`src/rtl/round_pack_unit.sv`:
```
// round_pack_unit: IEEE-754 single rounding, classification and packing in a two-stage valid/ready pipeline
module round_pack_unit #(
   parameter int          ROUND_MODE   = 0,
   parameter logic [31:0] QNAN_PAYLOAD = 32'h7FC00000
) (
   input  logic        clk,
   input  logic        rst_n,
   input  logic        in_valid,
   output logic        in_ready,
   input  logic        in_sign,
   input  logic [26:0] in_mant,
   input  logic [7:0]  in_exp,
   input  logic        in_underflow,
   input  logic        in_overflow,
   input  logic        in_is_nan,
   input  logic        in_is_inf,
   input  logic        in_is_zero,
   output logic        out_valid,
   input  logic        out_ready,
   output logic [31:0] out_result,
   output logic        out_overflow,
   output logic        out_underflow,
   output logic        out_inexact,
   output logic        out_invalid
);
   logic        s1_valid, s2_valid, s1_advance;
   logic        s1_sign, s1_inexact, s1_mant_nz, s1_uf, s1_of, s1_nan, s1_inf, s1_zero;
   logic [8:0]  s1_exp;
   logic [22:0] s1_frac;
   logic        round_up;
   logic [24:0] sum;
   logic [8:0]  exp_r;
   logic [22:0] frac;
   logic        cls_of, cls_uf, quiet;
   logic [31:0] n_result;
   logic        n_of, n_uf, n_inx;

   assign s1_advance = !s2_valid || out_ready;
   assign in_ready   = !s1_valid || s1_advance;
   assign out_valid  = s2_valid;

   // round the incoming mantissa ahead of the stage-1 register
   always_comb begin
      round_up = (ROUND_MODE == 0) && in_mant[2] && (in_mant[1] || in_mant[0] || in_mant[3]);
      sum      = {1'b0, in_mant[26:3]} + {24'b0, round_up};
      exp_r    = {1'b0, in_exp} + {8'b0, sum[24]};
      frac     = sum[24] ? sum[23:1] : sum[22:0];
   end

   // stage 1: hold the rounded operand and its special-case flags
   always_ff @(posedge clk or negedge rst_n) begin
      if (!rst_n) begin
         s1_valid   <= 1'b0;
         s1_sign    <= 1'b0;
         s1_exp     <= '0;
         s1_frac    <= '0;
         s1_inexact <= 1'b0;
         s1_mant_nz <= 1'b0;
         s1_uf      <= 1'b0;
         s1_of      <= 1'b0;
         s1_nan     <= 1'b0;
         s1_inf     <= 1'b0;
         s1_zero    <= 1'b0;
      end else if (in_ready) begin
         s1_valid <= in_valid;
         if (in_valid) begin
            s1_sign    <= in_sign;
            s1_exp     <= exp_r;
            s1_frac    <= frac;
            s1_inexact <= |in_mant[2:0];
            s1_mant_nz <= |in_mant;
            s1_uf      <= in_underflow;
            s1_of      <= in_overflow;
            s1_nan     <= in_is_nan;
            s1_inf     <= in_is_inf;
            s1_zero    <= in_is_zero;
         end
      end
   end

   // classify by priority (NaN, Inf, overflow, zero, underflow, normal) and pack
   always_comb begin
      cls_of   = s1_of || (s1_exp >= 9'h0FF);
      cls_uf   = s1_uf || (s1_exp == 9'h000) || !s1_mant_nz;
      quiet    = s1_nan || s1_inf;
      n_result = s1_nan ? QNAN_PAYLOAD :
                 (s1_inf || cls_of) ? {s1_sign, 8'hFF, 23'h0} :
                 (s1_zero || cls_uf) ? {s1_sign, 31'h0} :
                 {s1_sign, s1_exp[7:0], s1_frac};
      n_of     = !quiet && cls_of;
      n_uf     = !quiet && !cls_of && !s1_zero && cls_uf;
      n_inx    = quiet ? 1'b0 : cls_of ? 1'b1 : s1_zero ? 1'b0 : cls_uf ? s1_mant_nz : s1_inexact;
   end

   // stage 2: registered result, held while downstream stalls
   always_ff @(posedge clk or negedge rst_n) begin
      if (!rst_n) begin
         s2_valid      <= 1'b0;
         out_result    <= '0;
         out_overflow  <= 1'b0;
         out_underflow <= 1'b0;
         out_inexact   <= 1'b0;
         out_invalid   <= 1'b0;
      end else if (s1_advance) begin
         s2_valid <= s1_valid;
         if (s1_valid) begin
            out_result    <= n_result;
            out_overflow  <= n_of;
            out_underflow <= n_uf;
            out_inexact   <= n_inx;
            out_invalid   <= s1_nan;
         end
      end
   end
endmodule
```
`config.mk`:
```
export PLATFORM = sky130hd
export DESIGN_NAME = round_pack_unit
export DESIGN_NICKNAME = d
export VERILOG_FILES = /design/src/rtl/round_pack_unit.sv
export SDC_FILE = /design/constraint.sdc
export NUM_CORES = 1
export LEC_CHECK = 0
export CORE_MARGIN = 3
export CORE_UTILIZATION = 50
export CTS_CLUSTER_SIZE = 8
export DETAILED_ROUTE_END_ITERATION = 8
export GPL_ROUTABILITY_DRIVEN = 0
export PLACE_DENSITY = 0.79
export SETUP_SLACK_MARGIN = 0.3
export SYNTH_ARGS = -nofsm -noshare
export SYNTH_HDL_FRONTEND = slang
export SYNTH_SLANG_ARGS = --single-unit
```
`constraint.sdc`:
```
create_clock -name clk -period 3.05 [get_ports clk]
set_clock_uncertainty 0.05 [all_clocks]
set_input_delay 0.61 -clock clk [delete_from_list [all_inputs] [get_ports clk]]
set_output_delay 0.61 -clock clk [all_outputs]
set_load 0.05 [all_outputs]
```
==> results of run 1 <==
-- path summary, 6_finish.rpt --
check / startpoint / endpoint / slack, ns / cells after the start
setup / recovery: in_mant[3] / s1_exp[5]$_DFFE_PN0P_ / 0.42 / 12
hold / removal: rst_n / out_result[13]$_DFFE_PN0P_ / 0.33 / 1
setup reg to reg: s1_exp[3]$_DFFE_PN0P_ / out_result[3]$_DFFE_PN0P_ / 1.07 / 6
hold reg to reg: out_result[31]$_DFFE_PN0P_ / out_result[31]$_DFFE_PN0P_ / 0.42 / 2
max in group asynchronous: rst_n / s1_frac[8]$_DFFE_PN0P_ / 1.99 / 1
min in group clk: out_result[31]$_DFFE_PN0P_ / out_result[31]$_DFFE_PN0P_ / 0.42 / 2
-- stage by stage --
stage | instance area, sq um | hold WS, ns | util (%) | setup slack, ns | cells
after global placement | 4680 | 0.401 | 67.1 | 0.0597 | 556
after floorplan | 3680 | 0.264 | - | 0.312 | 373
after detailed placement | 4680 | 0.406 | 67.1 | 0.00744 | 556
after global routing | 4940 | 0.415 | 70.7 | 0.286 | 573
final | 4940 | 0.330 | 70.7 | 0.418 | 573
after CTS | 4870 | 0.399 | 69.8 | 0.351 | 571
-- cells in the mapped netlist (2+ instances only) --
cell type	instances
buf_6	3
nand3_1	16
clkbuf_1	9
nor3_1	6
a31oi_1	13
o31ai_1	4
nand4_1	8
inv_1	3
nor2_1	32
dfrtp_1	78
and3_2	2
a22o_1	25
a21oi_1	10
and2_1	4
nand3b_1	2
and3_1	4
xnor2_1	13
nand2b_1	6
nand3_2	2
o21ai_0	18
nor4_1	9
and2_0	2
xor2_1	11
ha_1	3
buf_2	4
nor3b_1	2
nand2_1	68
-- kinds of logic (layout without fill, tap and decap cells) --
| family | count (synthesis) | in the layout | synth area share, % |
|---|---|---|---|
| XOR/XNOR | 24 | 24 | 5.71 |
| flip-flops | 78 | 78 | 53.0 |
| AND/OR/NAND/NOR | 169 | 169 | 22.5 |
| AO/OA/AOI/OAI | 77 | 77 | 14.3 |
| buffers and inverters | 22 | 126 | 3.40 |
| adder cells (fa/ha/maj) | 3 | 3 | 1.02 |
-- routing by layer --
metal / GRT usage, % / part of all wire (%) / vias to the layer above
met1: 30.7 / 44 / 1572
li1: - / - / 1527
met2: 36.0 / 50 / 90
met4: 9.41 / 1.5 / 0
met3: 3.28 / 4.8 / 12
met5: 0 / 0 / -
-- layout by cell type (no fill, tap or decap), drive strengths merged, types with 6 or more instances in the layout --
cell / instances
o21ai: 18
and2: 6
a21oi: 10
nor3: 6
xor2: 11
xnor2: 13
a31oi: 13
buf: 28
dfrtp: 78
nand4: 8
clkbuf: 9
nor2: 32
nor4: 10
nand2: 69
and3: 6
clkdlybuf4s50: 79
a22o: 25
nand3: 18
nand2b: 6
-- registers in the layout (all words and copies together), names as in the netlist --
register	cells
out_inexact	1
s1_mant_nz	1
s1_exp	9
s1_sign	1
s1_zero	1
s1_nan	1
s1_of	1
s1_inf	1
out_underflow	1
out_valid	1
out_overflow	1
s1_frac	23
s1_valid	1
s1_uf	1
out_result	32
out_invalid	1
s1_inexact	1
-- area by class of cell --
cell class | instances | area [sq um]
inverters | 3 | 11.3
clock inverters | 6 | 63.8
multi-input cells | 273 | 1650
well taps | 96 | 120
flip-flops and latches | 78 | 1950
clock buffers | 9 | 124
repair buffers | 108 | 1010
fillers | 556 | 2050
-- report_power, final --
| group | switching [mW] | leakage, nW | internal [mW] |
|---|---|---|---|
| registers | 0.0833 | 0.961 | 1.16 |
| clock network | 0.364 | 0.0911 | 0.372 |
| logic | 0.408 | 1.02 | 0.252 |
-- repair_timing --
item	4_1_cts	5_1_grt
setup endpoints to repair	0	5
setup buffers	0	2
resized for setup	0	13
==> flow_summary.yaml, run 1 <==
outcome:
  status: "finished clean"
synth:
  ys.flop_type: "dfrtp_1"
  avgSynthCellArea_sq_um: 9.87
  syn_area_sq_mm: 0.00368
  netlist.area_leader.share_pct: 53.0
  synth_edf_count: 0
  ys_top_cells_by_area: "dfrtp_1 53%, nand2_1 6.9%, a22o_1 5.9%"
  syn_inst: 373
  ys_types: 43
  yosysSeqAreaShare_pct: 53.0
  yosys_warnings: 0
  synth-async-reset-ratio_pct: 100
  synth_nets: 421
  netlist.top_cell.by_area: "dfrtp_1"
  ys_ff_latch: 78
detailed_routing:
  ant_nets: 0
  first_pass_iters: 4
  drc: 0
  drt_iter0_drc: 197
  finalWirelength_um: 8970
  avgRoutedWirePerCell_um: 15.7
  routed-via-count: 3201
  vias_per_cell: 5.59
floorplanning:
  rows: 30
  core-area_sq_mm: 0.00698
  io_pins: 83
  die-width_um: 91.8
  start_util_pct: 52.7
  dieArea_sq_mm: 0.00843
  die_h_um: 91.8
finish:
  area_growth_pct: 34.1
  num_antenna_cells: 0
  nets: 521
  drive_above_1_share_pct: 12.2
global_routing:
  grt_pass1_vias: 3147
  grt_first_pass_wirelength_um: 15000
  antenna_found_initial: 0
  grt_use_total_pct: 22.5
  grt_overflow: 0
  grt_max_degree: 79
critical_path:
  cp.required_ns: 3.21
  cp_cell_sequence: "clkdlybuf4s50_1 -> and2_1 -> ha_2 -> nand3_4 -> nor4b_4 -> and2_4 -> ha_4 -> buf_4 -> nand4_1 -> nor2_1 -> xnor2_1 -> o21ai_1"
  crit_arrival_ns: 2.79
  cpPeakStageDelay_ns: 0.49
  worstSetupPathType: "input port to register"
  critPathTopFamily: "simple AND/OR/NAND/NOR gates"
  cp-end-kind: "register"
  path_buf_inv: 2
  worstPathMaxFanout: 2
  cp-start-kind: "input port"
  crit_slowest_cell: "clkdlybuf4s50_1"
clock_tree:
  cts_tree: "yes"
  ctsHoldBuffers: 0
  cts-root-buf: "clkbuf_8"
  clkLatencyLatePin_ns: 0.34
  cts_max_path_buffers: 2
  cts_sinks: 78
  cts_buffers: 9
  htreeDepth: 3
  clk_pin_slew_worst_paths_ns: 0.07
pwr:
  vdd_drop_max_mv: 0.268
  p_leak_nw: 2.07
  pwr_density_cell_mw_per_mm2: 534
  totalPowerFinal_mw: 2.63
placed_design:
  dp.final_hpwl_um: 6510
  port_buffers: 82
job:
  drv_cap: 0
timing:
  fin_crit_ns: 2.63
  fin_crit_sh_pct: 86.3
  worstMarginPinSlew_ns: 0.935
  maxClockFrequency_mhz: 380
  relSlewSlack_pct: 37.7
  setup_viol: 0
  final_hold_viol_count: 0
  slew_viol_final: 0
  rsz0062_at_grt: "false"
  tns_ns: 0
min_path:
  hp-class: "input port to asynchronous set/reset pin"
(Power assumes the default switching activity.)
==> inputs of run 2 (changes only) <==
GPL_ROUTABILITY_DRIVEN = not set   (was 0)
RECOVER_POWER = 50   (was not set)
==> flow_summary.yaml, run 2 (synthesis results as in run 1) <==
floorplanning:
  core-area_sq_mm: 0.00698
  rows: 30
  die_h_um: 91.8
  start_util_pct: 52.7
  dieArea_sq_mm: 0.00843
  die-width_um: 91.8
  io_pins: 83
detailed_routing:
  drc: 0
  avgRoutedWirePerCell_um: 16.1
  finalWirelength_um: 9380
  routed-via-count: 3179
  first_pass_iters: 4
  drt_iter0_drc: 160
  vias_per_cell: 5.47
  ant_nets: 0
finish:
  reg_top3: "out_result x32, s1_frac x23, s1_exp x9"
  largest_reg_flops: 32
  layout_commonest_cell: "clkdlybuf4s50_1"
  nets: 528
  layout_common_cells: "79 x clkdlybuf4s50_1, 78 x dfrtp_1, 68 x nand2_1, 33 x buf_4, 31 x nor2_1"
  drive_above_1_share_pct: 13.2
  num_antenna_cells: 0
  area_growth_pct: 35.8
  nFillCells: 569
  fin_cells: 581
  regMostFlops: "out_result"
global_routing:
  grt_max_degree: 79
  grt_overflow: 0
  grt_pass1_vias: 3249
  grt_use_total_pct: 23.8
  antenna_found_initial: 0
  grt_first_pass_wirelength_um: 15900
job:
  drv_cap: 1
placed_design:
  routabilityCongestion: 0.897
  dp.final_hpwl_um: 7030
  dp_cells: 563
  port_buffers: 82
timing:
  fin_crit_ns: 2.62
  tns_ns: 0
  rsz0062_at_grt: "false"
  worstMarginPinSlew_ns: 1.87
  setup_viol: 0
  relSlewSlack_pct: -24.7
  whs_ns: 0.416
  fin_crit_sh_pct: 85.9
  final_hold_viol_count: 0
  maxClockFrequency_mhz: 382
  slew_viol_final: 79
critical_path:
  cpPeakStageDelay_ns: 1.02
  cp-end-kind: "register"
  crit_slowest_cell: "clkbuf_1"
  cp.required_ns: 3.25
  crit_arrival_ns: 2.81
  worstPathMaxFanout: 29
  regToRegSetupSlack_ns: 0.93
  cp-start-kind: "input port"
  cp_cell_sequence: "dlygate4sd3_1 -> nand2b_1 -> nand2_1 -> clkbuf_1 -> nor3_1 -> a22o_1"
  worstSetupPathType: "input port to register"
min_path:
  hp-class: "register to register"
clock_tree:
  cts-root-buf: "clkbuf_8"
  htreeDepth: 3
  cts_buffers: 9
  cts_max_path_buffers: 2
  clkLatencyLatePin_ns: 0.36
  cts_tree: "yes"
  cts_sinks: 78
  clk_pin_slew_worst_paths_ns: 0.08
outcome:
  failed_checks: "max-capacitance violations, max-slew violations"
  status: "finished with violations"
pwr:
  pwr_density_cell_mw_per_mm2: 548
  vdd_drop_max_mv: 0.272
  p_leak_nw: 2.11
  totalPowerFinal_mw: 2.74
-- run 2: cell count changes in the layout (fill, tap and decap cells not counted), moves of 2 or more --
cell,previous run,this run
and2_0,1,3
inv_6,0,2
buf_4,28,33
clkinv_2,2,0
clkbuf_8,9,11
and2_1,4,2
-- run 2: per-layer routing --
metal  vias up  GRT usage (%)  share of wire [%]
met3        13           4.51                4.1
met2        86           38.2                 48
met4         0           7.92                1.7
met5         -              0                  0
li1       1538              -                  -
met1      1542           32.8                 46
-- run 2: where the power goes --
| group | switching [mW] | internal (mW) |
|---|---|---|
| Clock | 0.400 | 0.430 |
| Combinational | 0.411 | 0.257 |
| Sequential | 0.0847 | 1.16 |
| Total | 0.896 | 1.84 |
-- run 2: path summary, 6_finish.rpt --
check / from / end / cells after the start
worst min register to register: out_result[31]$_DFFE_PN0P_ / out_result[31]$_DFFE_PN0P_ / 2
worst max-delay path: out_ready / out_overflow$_DFFE_PN0P_ / 6
worst max register to register: out_valid$_DFFE_PN0P_ / out_overflow$_DFFE_PN0P_ / 5
min in group asynchronous: rst_n / out_result[13]$_DFFE_PN0P_ / 1
max in group asynchronous: rst_n / out_result[2]$_DFFE_PN0P_ / 1
worst min-delay path: out_result[31]$_DFFE_PN0P_ / out_result[31]$_DFFE_PN0P_ / 2
-- run 2: repair_timing --
| item | CTS | global route |
|---|---|---|
| cloned | 0 | 0 |
| pin swaps | 0 | 3 |
| hold buffers | 0 | 0 |
| gates resized for setup | 1 | 8 |
| setup buffers | 0 | 2 |
| endpoints found under the setup margin | 1 | 1 |
-- run 2: critical path, delay by kind of cell --
family	cells	cell delay, ns
and+or+nand+nor	3	0.41
buffers and inverters	2	1.56
AOI/OAI and AO/OA	1	0.23
-- run 2: layout make-up --
cell class | count | area, sq um | area share, %
Inverter | 3 | 11.3 | 0.225
Tap cell | 96 | 120 | 2.40
Clock inverter | 5 | 63.8 | 1.28
Timing Repair Buffer | 115 | 1060 | 21.2
Clock buffer | 11 | 151 | 3.03
Sequential cell | 78 | 1950 | 39.1
Multi-Input combinational cell | 273 | 1640 | 32.8
-- run 2: through the flow --
stage | area [sq um] | util, % | setup WS (ns)
after floorplan | 3680 | - | 0.312
final | 5000 | 71.6 | 0.431
after global placement | 4740 | 67.8 | 0.0637
after CTS | 4950 | 70.9 | 0.309
after global routing | 5000 | 71.6 | 0.324
after detailed placement | 4740 | 67.8 | -0.0835
